**config.mk**
```make
export PLATFORM = sky130hd
export DESIGN_NAME = mem_ls_master
export DESIGN_NICKNAME = d
export VERILOG_FILES = /design/src/rtl/mem_ls_master.sv
export SDC_FILE = /design/constraint.sdc
export NUM_CORES = 1
export LEC_CHECK = 0
export ABC_CLOCK_PERIOD_IN_PS = 3820
export CAP_MARGIN = 40
export CELL_PAD_IN_SITES_DETAIL_PLACEMENT = 2
export CELL_PAD_IN_SITES_GLOBAL_PLACEMENT = 2
export CORE_MARGIN = 2
export CORE_UTILIZATION = 33
export DETAILED_ROUTE_END_ITERATION = 12
export PLACE_DENSITY = 0.85
export SLEW_MARGIN = 20
export SYNTH_ARGS = -nofsm -noshare
export SYNTH_HDL_FRONTEND = slang
export SYNTH_SLANG_ARGS = --single-unit
```
**constraint.sdc**
```tcl
create_clock -name clk -period 3.82 [get_ports clk]
set_clock_uncertainty 0.05 [all_clocks]
set_input_delay 0.764 -clock clk [delete_from_list [all_inputs] [get_ports clk]]
set_output_delay 0.764 -clock clk [all_outputs]
set_load 0.1 [all_outputs]
```
**src/rtl/mem_ls_master.sv**
```systemverilog
`default_nettype none
// ============================================================================
// Module   : mem_ls_master
// Purpose  : Load/store initiator for the multi-cycle CPU. Accepts one
//            byte/half/word load or store per request and sequences it as
//            single-byte accesses over a byte-wide, little-endian data-memory
//            port. Loads are assembled and sign/zero-extended. Misaligned or
//            out-of-range requests are rejected without any memory access.
// Ports    : clk, rst_n (async, active low)
//            req_valid/req_ready handshake; req_we, req_size, req_signed,
//            req_addr, req_wdata request fields (latched on accept)
//            rsp_valid (1-cycle pulse), rsp_err, rsp_rdata response
//            mem_en, mem_we, mem_addr, mem_wdata, mem_rdata byte memory port
//            (read data arrives one cycle after the read strobe)
// Revision : 1.0  initial release
// ============================================================================
module mem_ls_master #(
    parameter int MEM_BYTES = 64,
    parameter int MA_W      = 6
) (
    input  logic            clk,
    input  logic            rst_n,
    input  logic            req_valid,
    output logic            req_ready,
    input  logic            req_we,
    input  logic [1:0]      req_size,
    input  logic            req_signed,
    input  logic [31:0]     req_addr,
    input  logic [31:0]     req_wdata,
    output logic            rsp_valid,
    output logic            rsp_err,
    output logic [31:0]     rsp_rdata,
    output logic            mem_en,
    output logic            mem_we,
    output logic [MA_W-1:0] mem_addr,
    output logic [7:0]      mem_wdata,
    input  logic [7:0]      mem_rdata
);

    localparam logic [1:0] c_IDLE  = 2'd0;
    localparam logic [1:0] c_XFER  = 2'd1;
    localparam logic [1:0] c_DRAIN = 2'd2;
    localparam logic [1:0] c_RESP  = 2'd3;

    logic [1:0]      r_state;
    logic [1:0]      w_next_state;

    logic            r_we;
    logic            r_signed;
    logic            r_err;
    logic [1:0]      r_last;      // index of the final byte (nbytes-1)
    logic [1:0]      r_idx;       // byte index currently on the memory port
    logic [31:0]     r_wdata;
    logic [31:0]     r_buf;       // load bytes collected so far
    logic [31:0]     r_rsp_rdata;
    logic [MA_W-1:0] r_base;
    logic [MA_W-1:0] r_mem_addr;
    logic [7:0]      r_mem_wdata;

    logic            w_accept;
    logic [1:0]      w_req_last;
    logic [32:0]     w_req_end;
    logic            w_req_err;
    logic [1:0]      w_idx_nx;
    logic [1:0]      w_prev_idx;
    logic [31:0]     w_assembled;
    logic            w_ext;
    logic [31:0]     w_load_result;

    assign w_accept   = req_valid & rst_n & (r_state == c_IDLE);
    assign w_idx_nx   = r_idx + 2'd1;
    assign w_prev_idx = r_idx - 2'd1;

    // Size 3 maps to 4 bytes here; it is rejected below regardless.
    assign w_req_last = (req_size == 2'd0) ? 2'd0 :
                        (req_size == 2'd1) ? 2'd1 : 2'd3;

    // 33-bit end address so a request near 2**32 cannot wrap into range.
    assign w_req_end  = {1'b0, req_addr} + 33'(w_req_last) + 33'd1;

    assign w_req_err  = (req_size == 2'd3)
                      | ((req_size == 2'd1) & req_addr[0])
                      | ((req_size == 2'd2) & (req_addr[1:0] != 2'd0))
                      | (w_req_end > 33'(MEM_BYTES));

    // In DRAIN the final byte is still on mem_rdata; merge it before extending.
    always_comb begin
        w_assembled = r_buf;
        w_assembled[{r_last, 3'b000} +: 8] = mem_rdata;
        case (r_last)
            2'd0:    w_ext = r_signed & w_assembled[7];
            2'd1:    w_ext = r_signed & w_assembled[15];
            default: w_ext = 1'b0;
        endcase
        case (r_last)
            2'd0:    w_load_result = {{24{w_ext}}, w_assembled[7:0]};
            2'd1:    w_load_result = {{16{w_ext}}, w_assembled[15:0]};
            default: w_load_result = w_assembled;
        endcase
    end

    always_ff @(posedge clk or negedge rst_n) begin
        if (!rst_n) begin
            r_state <= c_IDLE;
        end else begin
            r_state <= w_next_state;
        end
    end

    always_comb begin
        w_next_state = r_state;
        req_ready    = 1'b0;
        mem_en       = 1'b0;
        mem_we       = 1'b0;
        rsp_valid    = 1'b0;
        case (r_state)
            c_IDLE: begin
                req_ready = rst_n;
                if (w_accept) begin
                    w_next_state = w_req_err ? c_RESP : c_XFER;
                end
            end
            c_XFER: begin
                mem_en = 1'b1;
                mem_we = r_we;
                if (r_idx == r_last) begin
                    w_next_state = r_we ? c_RESP : c_DRAIN;
                end
            end
            c_DRAIN: begin
                w_next_state = c_RESP;
            end
            c_RESP: begin
                rsp_valid    = 1'b1;
                w_next_state = c_IDLE;
            end
            default: begin
                w_next_state = c_IDLE;
            end
        endcase
    end

    always_ff @(posedge clk or negedge rst_n) begin
        if (!rst_n) begin
            r_we        <= 1'b0;
            r_signed    <= 1'b0;
            r_err       <= 1'b0;
            r_last      <= 2'd0;
            r_idx       <= 2'd0;
            r_wdata     <= 32'd0;
            r_buf       <= 32'd0;
            r_rsp_rdata <= 32'd0;
            r_base      <= '0;
            r_mem_addr  <= '0;
            r_mem_wdata <= 8'd0;
        end else begin
            case (r_state)
                c_IDLE: begin
                    if (w_accept) begin
                        r_we        <= req_we;
                        r_signed    <= req_signed;
                        r_last      <= w_req_last;
                        r_wdata     <= req_wdata;
                        r_idx       <= 2'd0;
                        r_buf       <= 32'd0;
                        r_rsp_rdata <= 32'd0;
                        r_err       <= w_req_err;
                        r_base      <= req_addr[MA_W-1:0];
                        // Rejected requests leave the memory port untouched.
                        if (!w_req_err) begin
                            r_mem_addr  <= req_addr[MA_W-1:0];
                            r_mem_wdata <= req_wdata[7:0];
                        end
                    end
                end
                c_XFER: begin
                    // Read data lags the strobe by one cycle: byte i-1 lands now.
                    if (!r_we && (r_idx != 2'd0)) begin
                        r_buf[{w_prev_idx, 3'b000} +: 8] <= mem_rdata;
                    end
                    if (r_idx != r_last) begin
                        r_idx       <= w_idx_nx;
                        r_mem_addr  <= r_base + MA_W'(w_idx_nx);
                        r_mem_wdata <= r_wdata[{w_idx_nx, 3'b000} +: 8];
                    end
                end
                c_DRAIN: begin
                    r_rsp_rdata <= w_load_result;
                end
                default: begin
                end
            endcase
        end
    end

    assign rsp_err   = r_err;
    assign rsp_rdata = r_rsp_rdata;
    assign mem_addr  = r_mem_addr;
    assign mem_wdata = r_mem_wdata;

endmodule
`default_nettype wire
```
==> impl_metrics.env <==
export IMPL_outcome="finished with violations"
export IMPL_violations="negative setup slack"
export IMPL_tns_ns=-0.02391
export IMPL_netlist_area_leader_share=0.4444
export IMPL_grt_overflow_total=0
export IMPL_worst_slack_ns=-0.01647
export IMPL_grt_antenna_before_repair=0
export IMPL_final_util=0.5018
export IMPL_cp_end_kind="flip-flop"
export IMPL_final_hold_viol_count=0
export IMPL_cp_data_arrival_time_ns=4.06
export IMPL_yosysWarnings=0
export IMPL_avgSynthCellArea_um2=9.887
export IMPL_synth_distinct_cells=63
export IMPL_crit_family="buffers and inverters"
export IMPL_hold_ws_ns=0.09629
export IMPL_clkTransAtPathRegs_ns=0.06
export IMPL_finalPower_w=0.009110
export IMPL_drv_cap=0
export IMPL_die_w_um=150.1
export IMPL_finalCritPeriodShare=1.004
export IMPL_cts_root_buf="clkbuf_16"
export IMPL_syn_nets=811
export IMPL_synthTopCellsByArea="dfrtp_1 (44%), mux2_2 (6.2%), nand2_1 (4.7%)"
export IMPL_grt_pass1_vias=7773
export IMPL_worst_r2r_startpoint="r_idx[1]$_DFFE_PN0P_"
export IMPL_via_per_inst=5.774
export IMPL_cts_made_buffers=17
export IMPL_finalCriticalPeriod_ns=3.836
export IMPL_synth_edf_count=0
export IMPL_die_area_um2=22520
export IMPL_n_antenna_cell=0
export IMPL_worst_path_max_delay_cell="clkdlybuf4s50_1"
export IMPL_cpPeakStageDelay_ns=0.50
export IMPL_synth_seq_cells=125
export IMPL_path_class="in2reg"
export IMPL_yosysTopAreaCell="dfrtp_1"
export IMPL_cp_cell_sequence="clkdlybuf4s50_1, inv_1, ha_1, fa_2, nand4b_1, nor4_4, buf_4, nand4_1, a21oi_1, o22ai_1, buf_4, o311ai_1, nand3_1"
export IMPL_reg2reg_to="mem_addr[5]$_DFFE_PN0P_"
export IMPL_drt_initial_drc_count=402
export IMPL_cp_num_buf_inv=4
export IMPL_startpoint_type="input pin"
export IMPL_synthFlopType="dfrtp_1"
export IMPL_routedWlPerCell_um=24.34
export IMPL_grt_pass1_wl_mm=43.95
export IMPL_path_common_cell="buf_4"
export IMPL_cellPowerDensity_nw_per_um2=866.3
export IMPL_cts_resized=0
export IMPL_h_tree_depth=4
export IMPL_syn_inst=712
export IMPL_holdBufCountCts=0
export IMPL_netlist_top_cells_count="dfrtp_1 (125), nand2_1 (89), o21ai_0 (60)"
export IMPL_vdd_ir_drop_max_mv=0.7456
export IMPL_synth_seq_area_share=0.4444
export IMPL_io_buffers=129
export IMPL_clkLatencyLatePin_ns=0.43
export IMPL_cp_max_fo=10
export IMPL_die_height_um=150.1
export IMPL_grt_max_degree=64
export IMPL_rrSetupSlack_ns=0.76
export IMPL_async_flop_share=1.000
export IMPL_wirelength_mm=29.55
export IMPL_pin_count=130
export IMPL_vias=7010
export IMPL_syn2layout_area_growth_pct=49.38
export IMPL_clockBufferDepth=2
export IMPL_setup_viol=2
export IMPL_tritoncts="done"
export IMPL_drive_gt1_frac=0.2236
export IMPL_core_um2=20960
export IMPL_design_area_um2=10520
export IMPL_r2r_cells=11
export IMPL_start_util=0.3359
export IMPL_cts_setup_buffers=0
export IMPL_maxSlewHeadroom=0.4891
export IMPL_place_congestion=0.7983
export IMPL_fillers=2141
export IMPL_hp_class="in2async"
export IMPL_cp_data_required_time_ns=4.04
export IMPL_firstDrtPassIters=5
export IMPL_track_usage=0.2549
export IMPL_ant_nets=0
export IMPL_fmax_mhz=260.7
export IMPL_p_leak_nw=4.410
export IMPL_nNetsFinal=1025
export IMPL_num_rows=53
export IMPL_place_hpwl_mm=19.63
export IMPL_drv_slew=0
export IMPL_synth_most_common_cell="dfrtp_1"
export IMPL_cts_sinks=125
export IMPL_worstMarginPinSlew_ns=0.7645
export IMPL_netlist_area_um2=7039
export IMPL_placed_cell_area_um2=9778
export IMPL_drc=0
-- metal layers --
layer  part of all wire  global-route usage  up-vias
met5                  0                   0        -
met2               0.53              0.4705      250
met4              0.032             0.08113        0
li1                   -                   -     3075
met1               0.40              0.3022     3613
met3              0.039             0.03872       72
-- layout make-up --
cell class / instances / area (µm²) / area share
Clock buffer: 18 / 429.2 / 0.04081
Clock inverter: 14 / 193.9 / 0.01844
Inverter: 17 / 63.81 / 0.006069
Multi-Input combinational cell: 531 / 3751 / 0.3567
Sequential cell: 125 / 3128 / 0.2975
Tap cell: 275 / 344.1 / 0.03272
Timing Repair Buffer: 234 / 2605 / 0.2477
-- logic make-up after synthesis --
kind of cell,share of synthesized area
fa+ha+maj,0.03768
xor+xnor,0.01244
compound gates,0.1751
buf+inv,0.03217
simple gates,0.1918
flops,0.4444
mux,0.1065
-- worst register-to-register path, delay by kind of cell, from the launching register on --
family | cells | cell delay, ns
fa+ha+maj | 2 | 0.88
compound gates | 3 | 0.62
flops | 1 | 0.42
buf+inv | 2 | 0.38
simple gates | 2 | 0.26
mux | 1 | 0.23
xor+xnor | 1 | 0.10
-- how the worst max path moves through the flow --
stage,endpoint,startpoint,depth (start not counted)
5_1_grt,mem_wdata[6]$_DFFE_PN0P_,req_addr[0],13
4_1_cts,mem_wdata[1]$_DFFE_PN0P_,req_size[1],12
2_1_floorplan,mem_we,r_state[1]$_DFFE_PN0P_,5
6_report,mem_wdata[6]$_DFFE_PN0P_,req_addr[0],13
3_3_place_gp,mem_addr[3]$_DFFE_PN0P_,req_addr[0],11
3_5_place_dp,mem_addr[3]$_DFFE_PN0P_,req_size[1],12
-- per-stage QoR --
stage | instances | worst slack (ns)
2_1_floorplan | 712 | 0.3007
3_3_place_gp | 1125 | -0.1305
3_5_place_dp | 1177 | -0.3128
4_1_cts | 1209 | 0.1030
5_1_grt | 1214 | -0.09525
6_report | 1214 | -0.01647
-- placed cells by master, fill, tap and decap left out, drive strengths merged, types with 9 or more instances in the layout --
master         synthesis  final
o311ai                10     10
nand4                 24     24
a22oi                 11     11
clkbuf                31     18
nor2b                 22     22
clkinv                 2      9
buf                    9    110
nand2                 89     89
nor2                  29     29
mux2                  39     39
a22o                  16     16
mux2i                 13     13
nor3                  17     17
nand3                 21     21
clkdlybuf4s50          0    124
a221oi                16     16
o21ai                 65     65
a21oi                 30     30
and2                  13     13
inv                   15     16
dfrtp                125    125
ha                    18     18
-- state kept, by name (all words and copies together), names as in the netlist --
signal / flops
r_last: 2
r_wdata: 32
r_signed: 1
rsp_rdata: 32
r_we: 1
r_buf: 32
r_base: 6
rsp_err: 1
r_idx: 2
r_state: 2
mem_addr: 6
mem_wdata: 8
-- report_power, final --
group	internal, W	leakage (nW)	switching (W)
registers	0.00176	1.61	0.000402
clock network	0.00109	0.300	0.000656
logic	0.00196	2.50	0.00324
total	0.00481	4.41	0.00430
Note: power is estimated with default switching activity, not from simulation.
==> RTL edit: new RTL, same flow settings <==
`MA_W`: 6 -> 8.
--- a/src/rtl/mem_ls_master.sv
+++ b/src/rtl/mem_ls_master.sv
@@ -17,5 +17,5 @@
 module mem_ls_master #(
     parameter int MEM_BYTES = 64,
-    parameter int MA_W      = 6
+    parameter int MA_W      = 8
 ) (
     input  logic            clk,
Interface: changed (resized mem_addr); port bits go from 130 to 132. No check against the original RTL was run, so the function may have changed too.
==> RTL edit against the original RTL <==
  * Maximum frequency grew 3.1%
  * Synthesized cell count shrank 5.8%
  * Sequential cell count grew 4
  * Non-clock buffer count grew 11
  * First-iteration DRC count shrank 45%
  * Synthesized area shrank 0.16%
  * Highest routed layer unchanged
  * Power shrank 0.99%
  * Design area grew 1.5%
  * Worst setup slack gained 0.12 ns
  * Clock power grew 2%
  * Sequential share of layout area grew 0.50 points
  * Hold slack gained 0.0048 ns
  * Routed wire length shrank 2.4%
==> RTL edit: results (changes against the original RTL) <==
Timing
  – Worst Tran Pin Value: 0.748 ns (-0.0163 ns)

Logic synthesis
  – Mux cell area share after synthesis: 10.8% (+0.20 points)
  – EDFF count, synth: 0 (unchanged)
  – Synth Area in Adders: 3.77% (+0.0060 points)
  – Synth cell count leaders: dfrtp_1, nand2_1, o21ai_0
  – Sequential fraction of the synthesis area: 45.9% (+1.5 points)
  – Synth Net Count: 770 (-5.1%)
  – Fraction of synthesized cell area in xor and xnor cells: 2.12% (+0.87 points)
  – Synthesized area per cell: 10.5 µm² (+5.9%)
  – Synth unique cells: 66 (+4.8%)
  – Synth top area cells: dfrtp_1, mux2_2, nand2_1
  – Yosys top cell area share: 45.9% (+1.5 points)
  – Post-synthesis compound-gate area fraction: 17.4% (-0.11 points)

Cells and area
  – Clk cell area share: 6.01% (+0.089 points)
  – Clock buffers: 22 (+4)
  – Share of cells above drive strength 1: 26.9% (+4.6 points)
  – Buffers excl. clock: 245 (+4.7%)
  – Antenna cells: 0 (unchanged)
  – Fill count: 2,107 (-1.6%)
  – Nets: 999 (-2.5%)
  – Non-clock buffer share: 25.8% (+1.0 points)
  – Non-Clock Inverter Count: 23 (+6)
  – Register area: 3230 µm² (+3.2%)
  – Area taken by multi-input logic gates: 3620 µm² (-3.5%)
  – Multi-In Gates: 484 (-8.9%)

GRT
  – Pin count of the biggest net entering global routing: 67 (+4.7%)
  – Vias in the first global route: 7,525 (-3.2%)
  – First-pass GRT wire length: 44,200 µm (+0.58%)
  – Met1 Usage GRT: 29.4% (-0.84 points)
  – Met2 Usage GRT: 49.8% (+2.8 points)
  – Overall Global Routing Usage: 26.3% (+0.80 points)
  – Met3 usage: 5.09% (+1.2 points)

Routing
  – Met2 Routed Length: 15,800 µm (+0.26%)
  – DRT Pass-1 Iters: 4 (-1)
  – DR WL/cell: 24.3 µm (-0.29%)
  – Vias/cell: 5.46 (-5.5%)
  – Detailed Route Iter0 Violations: 222 (-45%)
  – M1 wire length: 11,100 µm (-5.4%)
  – Final wirelength: 28,800 µm (-2.4%)
  – Met3 wire length: 1160 µm (+1.8%)

Placed design
  – Placed Cells: 1,147 (-2.5%)
  – Detailed Place HPWL: 20,500 µm (+4.3%)
  – Final GP Congestion: 0.862 (+8.0%)
  – Port Buffers: 131 (+1.6%)
  – Pre-CTS setup slack: -0.410 ns (-0.0969 ns)

Power and ir drop
  – Internal power: 0.00490 W (+1.8%)
  – Max VDD drop: 0.703 mV (-5.7%)
  – Combinational Power Share: 55.9% (-1.2 points)
  – PD cells: 845 nW/µm² (-2.4%)
  – Clk pwr share: 19.9% (+0.7 points)
  – Pleak: 4.44 nW (+0.62%)

Worst setup path
  – R2r startpoint: r_last[0]
  – Worst-path fanout max: 8 (-2)
  – CP delay by family, top: simple AND/OR/NAND/NOR gates
  – Critical Path AT: 3.99 ns (-0.07 ns)

CTS
  – Clock buffer depth: 2 (unchanged)
  – # clock sinks: 129 (+3.2%)

Run status
  – Status: complete, no violations
RTL edit: changes by cell type in the layout (fill, tap and decap cells not counted), moves of 11 or more:
cell | unedited run | this run
a221o_1 | 0 | 16
a221oi_1 | 16 | 2
nand4_1 | 22 | 7
nor3_2 | 0 | 11
RTL edit: metrics by stage:
step / area (µm²) / hold WS [ns]
after floorplan: 7030 / 0.392
after detailed placement: 9840 / 0.429
after global routing: 10700 / 0.0873
after global placement: 8980 / 0.410
after CTS: 10500 / 0.0788
final: 10700 / 0.101
RTL edit: final timing paths:
path / slack [ns] / end / cells past startpoint
min: 0.10 / mem_addr[3] / 1
min reg2reg: 0.44 / rsp_rdata[1] / 2
max reg2reg: 0.93 / rsp_rdata[25] / 10
min in group clk: 0.44 / rsp_rdata[1] / 2
max in group asynchronous: 2.64 / r_base[0] / 4
max: 0.1 / mem_addr[5] / 13
RTL edit: repair_timing:
item                                   4_1_cts  5_1_grt
setup endpoints to repair                    0       18
resized for setup                            0       14
endpoints found under the hold margin        0        0
